**config.mk**
```make
export PLATFORM = sky130hd
export DESIGN_NAME = ex_mem_stage_buf_flat
export DESIGN_NICKNAME = d
export VERILOG_FILES = /design/src/rtl/ex_mem_stage_buf_pkg.sv /design/src/rtl/ex_mem_stage_buf_if.sv /design/src/rtl/stage_entry_reg.sv /design/src/rtl/ex_mem_stage_buf.sv /design/src/flat_wrapper.sv
export SDC_FILE = /design/constraint.sdc
export NUM_CORES = 1
export LEC_CHECK = 0
export BUFFER_PORTS_ARGS = -buffer_cell sky130_fd_sc_hd__buf_2
export CAP_MARGIN = 20
export CELL_PAD_IN_SITES_DETAIL_PLACEMENT = 2
export CELL_PAD_IN_SITES_GLOBAL_PLACEMENT = 2
export CORE_ASPECT_RATIO = 0.9
export CORE_MARGIN = 4
export CORE_UTILIZATION = 33
export CTS_CLUSTER_DIAMETER = 40
export DETAILED_ROUTE_END_ITERATION = 16
export HOLD_SLACK_MARGIN = 0.08
export PLACE_DENSITY = 0.86
export SLEW_MARGIN = 5
export SYNTH_ARGS = -nofsm -noshare
export SYNTH_HDL_FRONTEND = slang
export SYNTH_SLANG_ARGS = --single-unit
```
**constraint.sdc**
```tcl
create_clock -name clk -period 1.6 [get_ports clk]
set_input_delay 0.16 -clock clk [delete_from_list [all_inputs] [get_ports clk]]
set_output_delay 0.16 -clock clk [all_outputs]
set_load 0.01 [all_outputs]
```
**src/rtl/ex_mem_stage_buf_pkg.sv**
```systemverilog
// Shared definitions for the EX/MEM stage buffer: widths, payload layout
// and the occupancy FSM encoding.
package ex_mem_pkg;

  localparam int DATA_W_DEF     = 32;
  localparam int REG_ADDR_W_DEF = 4;

  // Payload width for the default widths: {wb_en, mem_r_en, mem_w_en, alu_res, rm_val, dest}
  localparam int PAYLOAD_W = 3 + 2 * DATA_W_DEF + REG_ADDR_W_DEF;

  // Occupancy FSM; the encoding doubles as the entry count.
  typedef enum logic [1:0] {
    ST_EMPTY = 2'd0,
    ST_ONE   = 2'd1,
    ST_TWO   = 2'd2
  } state_t;

  // Payload width and field offsets for arbitrary widths (dest sits at bit 0).
  function automatic int payload_w(input int dw, input int aw);
    return 3 + 2 * dw + aw;
  endfunction

  function automatic int off_wb(input int dw, input int aw);
    return 2 + 2 * dw + aw;
  endfunction

  function automatic int off_mem_r(input int dw, input int aw);
    return 1 + 2 * dw + aw;
  endfunction

  function automatic int off_mem_w(input int dw, input int aw);
    return 2 * dw + aw;
  endfunction

  function automatic int off_alu(input int dw, input int aw);
    return dw + aw;
  endfunction

  function automatic int off_rm(input int dw, input int aw);
    if (dw < 0) return 0;
    return aw;
  endfunction

endpackage

```
**src/rtl/ex_mem_stage_buf_if.sv**
```systemverilog
// EX -> buffer -> MEM handshake bundle.
// Handshake: a transfer happens on an active edge exactly when valid and
// ready are both high; the producer holds payload stable while valid is
// high and not yet accepted; ready never depends combinationally on the
// downstream ready.
interface ex_mem_if #(
  parameter int DATA_W     = 32,
  parameter int REG_ADDR_W = 4
);
  logic                  in_valid;
  logic                  in_ready;
  logic                  wb_en_in;
  logic                  mem_r_en_in;
  logic                  mem_w_en_in;
  logic [DATA_W-1:0]     alu_res_in;
  logic [DATA_W-1:0]     rm_val_in;
  logic [REG_ADDR_W-1:0] dest_in;
  logic                  flush;
  logic                  out_valid;
  logic                  out_ready;
  logic                  wb_en_out;
  logic                  mem_r_en_out;
  logic                  mem_w_en_out;
  logic [DATA_W-1:0]     alu_res_out;
  logic [DATA_W-1:0]     rm_val_out;
  logic [REG_ADDR_W-1:0] dest_out;
  logic [1:0]            occupancy;

  // Pipeline-control side: drives EX payload, flush and MEM ready.
  modport master (
    output in_valid, wb_en_in, mem_r_en_in, mem_w_en_in,
           alu_res_in, rm_val_in, dest_in, flush, out_ready,
    input  in_ready, out_valid, wb_en_out, mem_r_en_out, mem_w_en_out,
           alu_res_out, rm_val_out, dest_out, occupancy
  );

  // Buffer side.
  modport slave (
    input  in_valid, wb_en_in, mem_r_en_in, mem_w_en_in,
           alu_res_in, rm_val_in, dest_in, flush, out_ready,
    output in_ready, out_valid, wb_en_out, mem_r_en_out, mem_w_en_out,
           alu_res_out, rm_val_out, dest_out, occupancy
  );
endinterface

```
**src/rtl/stage_entry_reg.sv**
```systemverilog
// Load-enabled payload register with async active-low clear; the capture
// edge is selected by NEG_EDGE.
module stage_entry_reg #(
  parameter int W        = 71,
  parameter bit NEG_EDGE = 1'b1
) (
  input  logic         clk,
  input  logic         rst,
  input  logic         load,
  input  logic [W-1:0] d,
  output logic [W-1:0] q
);

  if (NEG_EDGE) begin : g_neg
    // Capture on the falling edge when loaded.
    always_ff @(negedge clk or negedge rst) begin
      if (!rst)      q <= '0;
      else if (load) q <= d;
    end
  end else begin : g_pos
    // Capture on the rising edge when loaded.
    always_ff @(posedge clk or negedge rst) begin
      if (!rst)      q <= '0;
      else if (load) q <= d;
    end
  end

endmodule

```
**src/rtl/ex_mem_stage_buf.sv**
```systemverilog
// EX/MEM pipeline buffer: head register H plus skid register S so MEM can
// stall without a combinational ready path back into EX.
module ex_mem_stage_buf
  import ex_mem_pkg::*;
#(
  parameter int DATA_W     = DATA_W_DEF,
  parameter int REG_ADDR_W = REG_ADDR_W_DEF,
  parameter bit NEG_EDGE   = 1'b1
) (
  input  logic   clk,
  input  logic   rst,
  ex_mem_if.slave bus,
  output state_t dbg_state
);

  localparam int PW    = payload_w(DATA_W, REG_ADDR_W);
  localparam int O_WB  = off_wb(DATA_W, REG_ADDR_W);
  localparam int O_MR  = off_mem_r(DATA_W, REG_ADDR_W);
  localparam int O_MW  = off_mem_w(DATA_W, REG_ADDR_W);
  localparam int O_ALU = off_alu(DATA_W, REG_ADDR_W);
  localparam int O_RM  = off_rm(DATA_W, REG_ADDR_W);

  state_t          state_q, state_d;
  logic            push, pop;
  logic            h_load, s_load, h_from_s;
  logic [PW-1:0]   in_payload, h_d, h_q, s_q;

  assign in_payload = {bus.wb_en_in, bus.mem_r_en_in, bus.mem_w_en_in,
                       bus.alu_res_in, bus.rm_val_in, bus.dest_in};

  // Ready comes from the state register only (forced low in reset).
  assign bus.in_ready  = rst & (state_q != ST_TWO);
  assign bus.out_valid = (state_q != ST_EMPTY);
  assign push          = bus.in_valid & bus.in_ready;
  assign pop           = bus.out_valid & bus.out_ready;

  if (NEG_EDGE) begin : g_neg
    // State register on the falling edge.
    always_ff @(negedge clk or negedge rst) begin
      if (!rst) state_q <= ST_EMPTY;
      else      state_q <= state_d;
    end
  end else begin : g_pos
    // State register on the rising edge.
    always_ff @(posedge clk or negedge rst) begin
      if (!rst) state_q <= ST_EMPTY;
      else      state_q <= state_d;
    end
  end

  // Next state and register load selection; flush empties and drops input.
  always_comb begin
    state_d  = state_q;
    h_load   = 1'b0;
    s_load   = 1'b0;
    h_from_s = 1'b0;
    if (bus.flush) begin
      state_d = ST_EMPTY;
    end else begin
      case (state_q)
        ST_EMPTY: begin
          if (push) begin
            h_load  = 1'b1;
            state_d = ST_ONE;
          end
        end
        ST_ONE: begin
          if (push && pop) begin
            h_load = 1'b1;
          end else if (push) begin
            s_load  = 1'b1;
            state_d = ST_TWO;
          end else if (pop) begin
            state_d = ST_EMPTY;
          end
        end
        ST_TWO: begin
          if (pop) begin
            h_load   = 1'b1;
            h_from_s = 1'b1;
            state_d  = ST_ONE;
          end
        end
        default: state_d = ST_EMPTY;
      endcase
    end
  end

  assign h_d = h_from_s ? s_q : in_payload;

  stage_entry_reg #(.W(PW), .NEG_EDGE(NEG_EDGE)) u_head (
    .clk  (clk),
    .rst  (rst),
    .load (h_load),
    .d    (h_d),
    .q    (h_q)
  );

  stage_entry_reg #(.W(PW), .NEG_EDGE(NEG_EDGE)) u_skid (
    .clk  (clk),
    .rst  (rst),
    .load (s_load),
    .d    (in_payload),
    .q    (s_q)
  );

  // Data always shows H; control enables are gated so bubbles are inert.
  assign bus.wb_en_out    = h_q[O_WB] & bus.out_valid;
  assign bus.mem_r_en_out = h_q[O_MR] & bus.out_valid;
  assign bus.mem_w_en_out = h_q[O_MW] & bus.out_valid;
  assign bus.alu_res_out  = h_q[O_ALU +: DATA_W];
  assign bus.rm_val_out   = h_q[O_RM +: DATA_W];
  assign bus.dest_out     = h_q[REG_ADDR_W-1:0];
  assign bus.occupancy    = state_q;
  assign dbg_state        = state_q;

endmodule

```
**src/flat_wrapper.sv**
```systemverilog
// flat-port wrapper written by rule: the top's interface ports become plain ports
module ex_mem_stage_buf_flat import ex_mem_pkg::*;
#(
  parameter int DATA_W     = DATA_W_DEF,
  parameter int REG_ADDR_W = REG_ADDR_W_DEF,
  parameter bit NEG_EDGE   = 1'b1
)
  (clk, rst, dbg_state, bus_in_valid, bus_wb_en_in, bus_mem_r_en_in, bus_mem_w_en_in, bus_alu_res_in, bus_rm_val_in, bus_dest_in, bus_flush, bus_out_ready, bus_in_ready, bus_out_valid, bus_wb_en_out, bus_mem_r_en_out, bus_mem_w_en_out, bus_alu_res_out, bus_rm_val_out, bus_dest_out, bus_occupancy);
  ex_mem_if #(.DATA_W(DATA_W), .REG_ADDR_W(REG_ADDR_W)) bus_i ();
  input  logic clk;
  input  logic rst;
  output state_t dbg_state;
  input wire logic [$bits(bus_i.in_valid)-1:0] bus_in_valid;
  input wire logic [$bits(bus_i.wb_en_in)-1:0] bus_wb_en_in;
  input wire logic [$bits(bus_i.mem_r_en_in)-1:0] bus_mem_r_en_in;
  input wire logic [$bits(bus_i.mem_w_en_in)-1:0] bus_mem_w_en_in;
  input wire logic [$bits(bus_i.alu_res_in)-1:0] bus_alu_res_in;
  input wire logic [$bits(bus_i.rm_val_in)-1:0] bus_rm_val_in;
  input wire logic [$bits(bus_i.dest_in)-1:0] bus_dest_in;
  input wire logic [$bits(bus_i.flush)-1:0] bus_flush;
  input wire logic [$bits(bus_i.out_ready)-1:0] bus_out_ready;
  output wire logic [$bits(bus_i.in_ready)-1:0] bus_in_ready;
  output wire logic [$bits(bus_i.out_valid)-1:0] bus_out_valid;
  output wire logic [$bits(bus_i.wb_en_out)-1:0] bus_wb_en_out;
  output wire logic [$bits(bus_i.mem_r_en_out)-1:0] bus_mem_r_en_out;
  output wire logic [$bits(bus_i.mem_w_en_out)-1:0] bus_mem_w_en_out;
  output wire logic [$bits(bus_i.alu_res_out)-1:0] bus_alu_res_out;
  output wire logic [$bits(bus_i.rm_val_out)-1:0] bus_rm_val_out;
  output wire logic [$bits(bus_i.dest_out)-1:0] bus_dest_out;
  output wire logic [$bits(bus_i.occupancy)-1:0] bus_occupancy;
  assign bus_i.in_valid = bus_in_valid;
  assign bus_i.wb_en_in = bus_wb_en_in;
  assign bus_i.mem_r_en_in = bus_mem_r_en_in;
  assign bus_i.mem_w_en_in = bus_mem_w_en_in;
  assign bus_i.alu_res_in = bus_alu_res_in;
  assign bus_i.rm_val_in = bus_rm_val_in;
  assign bus_i.dest_in = bus_dest_in;
  assign bus_i.flush = bus_flush;
  assign bus_i.out_ready = bus_out_ready;
  assign bus_in_ready = bus_i.in_ready;
  assign bus_out_valid = bus_i.out_valid;
  assign bus_wb_en_out = bus_i.wb_en_out;
  assign bus_mem_r_en_out = bus_i.mem_r_en_out;
  assign bus_mem_w_en_out = bus_i.mem_w_en_out;
  assign bus_alu_res_out = bus_i.alu_res_out;
  assign bus_rm_val_out = bus_i.rm_val_out;
  assign bus_dest_out = bus_i.dest_out;
  assign bus_occupancy = bus_i.occupancy;
  ex_mem_stage_buf #(.DATA_W(DATA_W), .REG_ADDR_W(REG_ADDR_W), .NEG_EDGE(NEG_EDGE)) u_core (.clk(clk), .rst(rst), .bus(bus_i), .dbg_state(dbg_state));
endmodule
```
# After elaboration in Yosys (flattened, before gate mapping)
# Cells that the tools add are included.
[word_totals]
elab_cells = 38
out_inout_bits = 77
ff_bits = 144
[op_classes]
n_mux = 18
n_reduce_logical = 4
eq_ne = 7
bitwise_logic = 6
[ops]
columns = ["op", "n"]
rows = [
  ["$mux 71", 1],
  ["$mux 2", 6],
  ["$mux 1", 9],
  ["$and 1x1->1", 6],
  ["$ne 3x2->1 const B", 2],
  ["$pmux 2 s3", 1],
  ["$ne 4x2->1 const B", 1],
  ["$reduce_and 4->1", 1],
  ["$ne 3x3->1 const B", 1],
  ["$pmux 1 s3", 1],
  ["$eq 2x1->1 const B", 1],
  ["$eq 2x2->1 const B", 1],
  ["$logic_not 2->1", 1],
  ["$ne 2x2->1 const B", 1],
  ["$reduce_bool 2->1", 1],
  ["$logic_and 1x1->1", 1],
]

# Logic depth before layout (Yosys ltp)
# Gate-level depths: netlist of run 1.
[logic_depth]
word_depth = 7
depth_mapped = 6

# Cells and area by module
# A second synthesis of run 1 with hierarchy kept.
[hier_totals]
hier_cells = 404
hier_area_um2 = 7402.1
[modules_own_cells]
columns = ["mod", "area_per_inst_um2", "cells_per_inst", "instances", "seq_area_each_um2"]
rows = [
  ["stage_entry_reg", 2990.4, 150, 2, 1776.7],
  ["ex_mem_stage_buf", 1421.4, 104, 1, 50.0],
]

==> metrics.md, run 1 <==
| Metric | Value |
|---|---|
| Largest net degree at the start of global routing | 83 |
| Top Ports | 153 |
| Gate Count Post-Synth | 549 |
| Total Power | 13.3 mW |
| Starting Density | 33.6% |
| Leakage | 5.19 nW |
| Port Buffer Count | ~150 |
| DR pass1 iterations | 4 |
| Hold_ws | roughly 0.46 ns |
| Share of cells above drive strength 1 | 76.6% |
| Clk root buf | clkbuf_16 |
| Peak supply drop | 0.619 mV |
| Initial antenna violation count | 3 |
| Detail Placement HPWL | 12500 um |
| H-Tree Depth | 4 |
| Synth top area share | 51.5% |
| Max cap viols | 0 |
| Worst Hold Depth | 1 |
| Worst skew pair latency | slightly above 0.4 ns |
| GP Congestion | 0.751 |
| Maximum fanout along the worst path | 2 |
| R2R depth | 11 |
| Post-route ant nets | 0 |
| Num CTS Buffers | 17 |
| Power Density | approximately 1100 nW/um2 |
| Failing checks | negative setup slack |
| Rows | 50 |
| CTS tree | built |
| Clk sinks | between 100 and 150 |
| Vias in the first global route | 6258 |
| DR WL/cell | 29.8 um |
| Critical path required time | 1.44 ns |
| Seq/Total Area, Yosys | 51.5% |
| Routed WL | 32200 um |
| Worst EP arrival | between 2 and 2.5 ns |
| Setup Skew | 0.0104 ns |
| Max clock buf depth | 2 |
| Total core area | 20800 um2 |
| DIE AREA | 23600 um2 |
| Post-placement cell count | approximately 900 |
| Most frequent cells in the layout | 144 x dfrtn_1, 127 x buf_2, 80 x buf_4 |
| Grt ovf | 0 |
| DR vias | about 5300 |
| Min-delay worst type | register to register |
| Crit start category | register |
| Post-synth top area cell | dfrtn_1 |
| Final WS setup | -0.730 ns |
| Ys Warns | 0 |
| Setup CP Type | register to output port |
| # nets final | 855 |
| Slew at the pin closest to its max-slew limit | 0.863 ns |
| Syn_nets | 625 |
| Synthesized area | 7000 um2 |
| Vias per cell | 4.94 |
| Finish-stage setup viols | 220 |
| Global-route wire length before repair | 41900 um |
| CTS clk-pin slew, worst paths | about 0.05 ns |
| Die X-Extent | 162 um |
| Residual DRC | 0 |
| Cell variety after synth | 25 |
| Setup TNS Final | -85.97 ns |
| Crit end category | output port |
| Area grow syn2layout | 68.1% |
| #FFs+latches synth | 144 |
| Outcome | finished with violations |
| Worst rel slew slack | 42.5% |
| Fin. Hold Viols | 0 |
| Die H | between 100 and 150 um |
| Commonest non-fill, non-tap cell in the layout | dfrtn_1 |
| Finished Layout Cells | around 1100 |
| Tot GR Track Use | 24.0% |
| Unrepaired setup endpoints after global routing | yes |
| Final Slew Violations | 0 |
| Post-Route Utilization | 56.5% |
| Area contributors post-synth | dfrtn_1 51%, mux2_1 11%, mux2i_1 10%, a21oi_2 8.8%, buf_4 8.4% |
| DRT iter0 DRCs | roughly 220 |
| Fill cells | 1874 |
| Synthesized area per cell | 12.8 um2 |
## per-layer routing
metal / vias up / track usage, % / wire (um)
li1: 2292 / - / -
met1: 2800 / 27.3 / 12000
met2: 172 / 44.7 / 17900
met3: 64 / 5.50 / 1290
met4: 4 / 7.16 / 1000
met5: - / 0 / 27
## synth_stat cells (all sizes together)
cell     number
a21oi        71
a31oi         2
and2          1
and3b         1
buf         101
dfrtn       144
inv           1
mux2         71
mux2i        71
nand2         1
nand2b        1
nand3b        2
nand4b        1
nand4bb       1
nor2         73
nor2b         3
nor3          1
nor3b         1
o21bai        1
o31ai         1
## metrics by stage
stage / setup WS, ns / cell area, um2
final: -0.730 / 11800
after global routing: -0.797 / 11800
after CTS: -0.717 / 10800
after detailed placement: -0.806 / 7640
after global placement: -0.724 / 7640
after floorplan: -0.358 / 7160
## report_power, final
part | switching, mW | leakage [nW] | internal, mW
registers | 0.712 | 1.74 | 4.47
clock network | 1.83 | 0.276 | 2.34
logic | 1.78 | 3.17 | 2.21
## flip-flops by register name (all words and copies together), names as in the netlist
signal	count
u_core.u_head.q	71
u_core.u_skid.q	71
u_core.bus.occupancy	2
## worst max-delay path: stages, from the launching register on
cell and delay [ns]:
dfrtn_1 0.46, buf_6 0.13, nand2b_4 0.12, and2_4 0.15
buf_6 0.10
## timing repair
action | CTS | global route
hold buffers | 0 | 0
endpoints found under the setup margin | 219 | 221
pin swaps | 29 | 48
gates resized for setup | 231 | 168
cloned | 36 | 5
buffers inserted | 68 | 48
## layout make-up
type / count / area (um2) / area share [%]
multi-input combinational: 303 / 3950 / 33.5
clock inverter: 13 / 136 / 1.16
timing repair buffer: 312 / 3270 / 27.8
sequential: 144 / 3600 / 30.6
inverter: 1 / 3.75 / 0.0319
tap: 286 / 358 / 3.04
clock buffer: 19 / 443 / 3.76
antenna: 1 / 2.50 / 0.0213
## logic make-up (layout without fill, tap and decap cells)
kind of cell	after synthesis	in the layout	synth area share, %
AOI/OAI and AO/OA	75	75	9.31
and+or+nand+nor	86	86	5.29
other	0	1	0
buffers and inverters	102	345	12.4
muxes	142	142	21.6
DFF	144	144	51.5
## final timing paths
kind | startpoint | endpoint | slack [ns]
hold reg to reg | u_core.u_skid.q[63]$_DFFE_NN0P_ | u_core.u_skid.q[63]$_DFFE_NN0P_ | 0.46
setup reg to reg | u_core.bus.occupancy[0]$_DFFE_NN0P_ | u_core.u_head.q[16]$_DFFE_NN0P_ | -0.56
setup / recovery | u_core.bus.occupancy[0]$_DFFE_NN0P_ | bus_in_ready | -0.73
min in group asynchronous | rst | u_core.u_skid.q[32]$_DFFE_NN0P_ | 0.59
max in group asynchronous | rst | u_core.u_skid.q[65]$_DFFE_NN0P_ | 0.19
hold / removal | u_core.u_skid.q[63]$_DFFE_NN0P_ | u_core.u_skid.q[63]$_DFFE_NN0P_ | 0.46
(Power assumes the default switching activity.)
==> inputs of run 2 (changes only) <==
- BUFFER_PORTS_ARGS: -buffer_cell sky130_fd_sc_hd__buf_2 -> default
- CORE_UTILIZATION: 33 -> 38
- DONT_BUFFER_PORTS: default -> 1
- PLACE_DENSITY: 0.86 -> 0.84
==> run 2 against run 1 <==
Compared with the run above:
- the flow still finishes with violations (negative setup slack)
- non-clock buffer count decreased by 242
- flip-flop and latch count did not move
- clock skew is essentially flat
==> metrics.md, run 2 (same netlist as run 1, synthesis figures left out) <==
| Metric | Value |
|---|---|
| DIE AREA | a little over 20000 um2 |
| DRT iter0 DRCs | 168 |
| Reg2reg start | u_core.bus.occupancy[1]$_DFFE_NN0P_ |
| Crit start category | register |
| Maximum fanout along the worst path | 4 |
| Grt ovf | 0 |
| M2 GR Usage | 36.1% |
| Hold_ws | 0.148 ns |
| Die H | approximately 140 um |
| Post-placement cell count | 721 |
| Peak supply drop | 0.711 mV |
| Slew at the pin closest to its max-slew limit | 0.216 ns |
| Fill cells | 1623 |
| Critical path required time | between 1 and 1.5 ns |
| CTS clk-pin slew, worst paths | around 0.050 ns |
| Gr busiest metal | met2 |
| Residual DRC | 0 |
| CTS tree | built |
| Placed cell area | 6940 um2 |
| Worst EP arrival | 2.07 ns |
| Vias in the first global route | 4829 |
| GR Util met3 | 6.26% |
| Leakage | 3.88 nW |
| H-Tree Depth | 4 |
| DR vias | 4088 |
| Min-delay worst type | input pin to asynchronous set/reset pin |
| Failing checks | negative setup slack |
| Total core area | 17800 um2 |
| Commonest non-fill, non-tap cell in the layout | dfrtn_1 |
| Num CTS Buffers | 17 |
| Post-route ant nets | 0 |
| Fin. Hold Viols | 0 |
| Power Density | 1220 nW/um2 |
| Port Buffer Count | 0 |
| Total Power | 11.0 mW |
| Finish-stage setup viols | 219 |
| Post-Route Utilization | 50.5% |
| Clk root buf | clkbuf_16 |
| Largest net degree at the start of global routing | 149 |
| Starting Density | around two fifths |
| Unrepaired setup endpoints after global routing | yes |
| Share of cells above drive strength 1 | 57.6% |
| Setup Skew | 0.0109 ns |
| # nets final | slightly above 600 |
| Clk sinks | 144 |
| GP Congestion | 0.723 |
| Outcome | finished with violations |
| Area of the multi-input gates | 3410 um2 |
| Routed WL | approximately 20000 um |
| Die X-Extent | about 150 um |
| Tot GR Track Use | around 19% |
| Detail Placement HPWL | 11500 um |
| Reg area | 3600 um2 |
| Worst rel slew slack | 85.2% |
| Worst skew pair latency | about 0.40 ns |
| Max clock buf depth | 2 |
| Area grow syn2layout | 28.6% |
| R2R depth | 10 |
| GR Layer Usage met1 | 20.5% |
| Initial antenna violation count | 0 |
| Final Slew Violations | 0 |
| Final WS setup | -0.633 ns |
| Flop2flop setup slack | -0.53 ns |
| Global-route wire length before repair | between 20000 and 30000 um |
| R2r endpoint | u_core.u_head.q[49]$_DFFE_NN0P_ |
| Setup WS pre-CTS | -0.619 ns |
| Crit end category | output port |
| Max cap viols | 0 |
| Vias per cell | 5.17 |
| Setup TNS Final | -69.57 ns |
| # diodes | 0 |
| Hold Buf Count CTS | 0 |
| Rows | 46 |
| DR pass1 iterations | 4 |
| DR WL/cell | 25.5 um |
| Finished Cell Area | 9010 um2 |
| Finished Layout Cells | 790 |
| Top Ports | 153 |
| Setup CP Type | register to output port |
| Most frequent cells in the layout | 144 x dfrtn_1, 72 x nor2_1, 71 x a21oi_2 |
==> run 2: layout make-up <==
cell class	count	share of cell area, %
Inverter	1	0.0695
Sequential cell	144	40.0
Clock inverter	11	1.43
Multi-Input combinational cell	303	37.8
Clock buffer	21	5.11
Timing Repair Buffer	70	12.2
Tap cell	240	3.33
==> run 2: routing by layer <==
metal | vias to the layer above | share of wire, % | wire, um
met1 | 2171 | 36 | 7220
met2 | 98 | 56 | 11300
met5 | - | 0 | 0
met4 | 0 | 1.4 | 291
li1 | 1802 | - | -
met3 | 17 | 6.5 | 1300
==> run 2: worst max-delay path, cell delays in order (launching register included) <==
cell and delay [ns]:
dfrtn_1 0.47, buf_6 0.13, nand2b_4 0.12, and2_4 0.15
==> run 2: how the worst max path moves through the flow <==
stage	slack, ns	cells after the start	from	end
after floorplan	-0.36	5	bus_flush	u_core.u_skid.q[30]$_DFFE_NN0P_
after global placement	-0.58	5	rst	u_core.u_skid.q[38]$_DFFE_NN0P_
after detailed placement	-0.62	5	rst	u_core.u_skid.q[31]$_DFFE_NN0P_
after CTS	-0.64	3	u_core.bus.occupancy[0]$_DFFE_NN0P_	bus_in_ready
after global routing	-0.67	3	u_core.bus.occupancy[0]$_DFFE_NN0P_	bus_in_ready
final	-0.63	3	u_core.bus.occupancy[0]$_DFFE_NN0P_	bus_in_ready
==> run 2: timing repair <==
| action | in CTS | in global routing |
|---|---|---|
| setup endpoints to repair | 219 | 219 |
| buffers inserted | 18 | 13 |
| gates cloned | 14 | 4 |
| gates resized for setup | 129 | 96 |
| pin swaps | 2 | 15 |
==> run 2: report_power, final <==
part | internal [mW] | switching [mW] | total, mW
Combinational | 0.996 | 0.664 | 1.66
Sequential | 4.47 | 0.858 | 5.33
Clock | 2.40 | 1.62 | 4.02
Total | 7.86 | 3.14 | 11.0
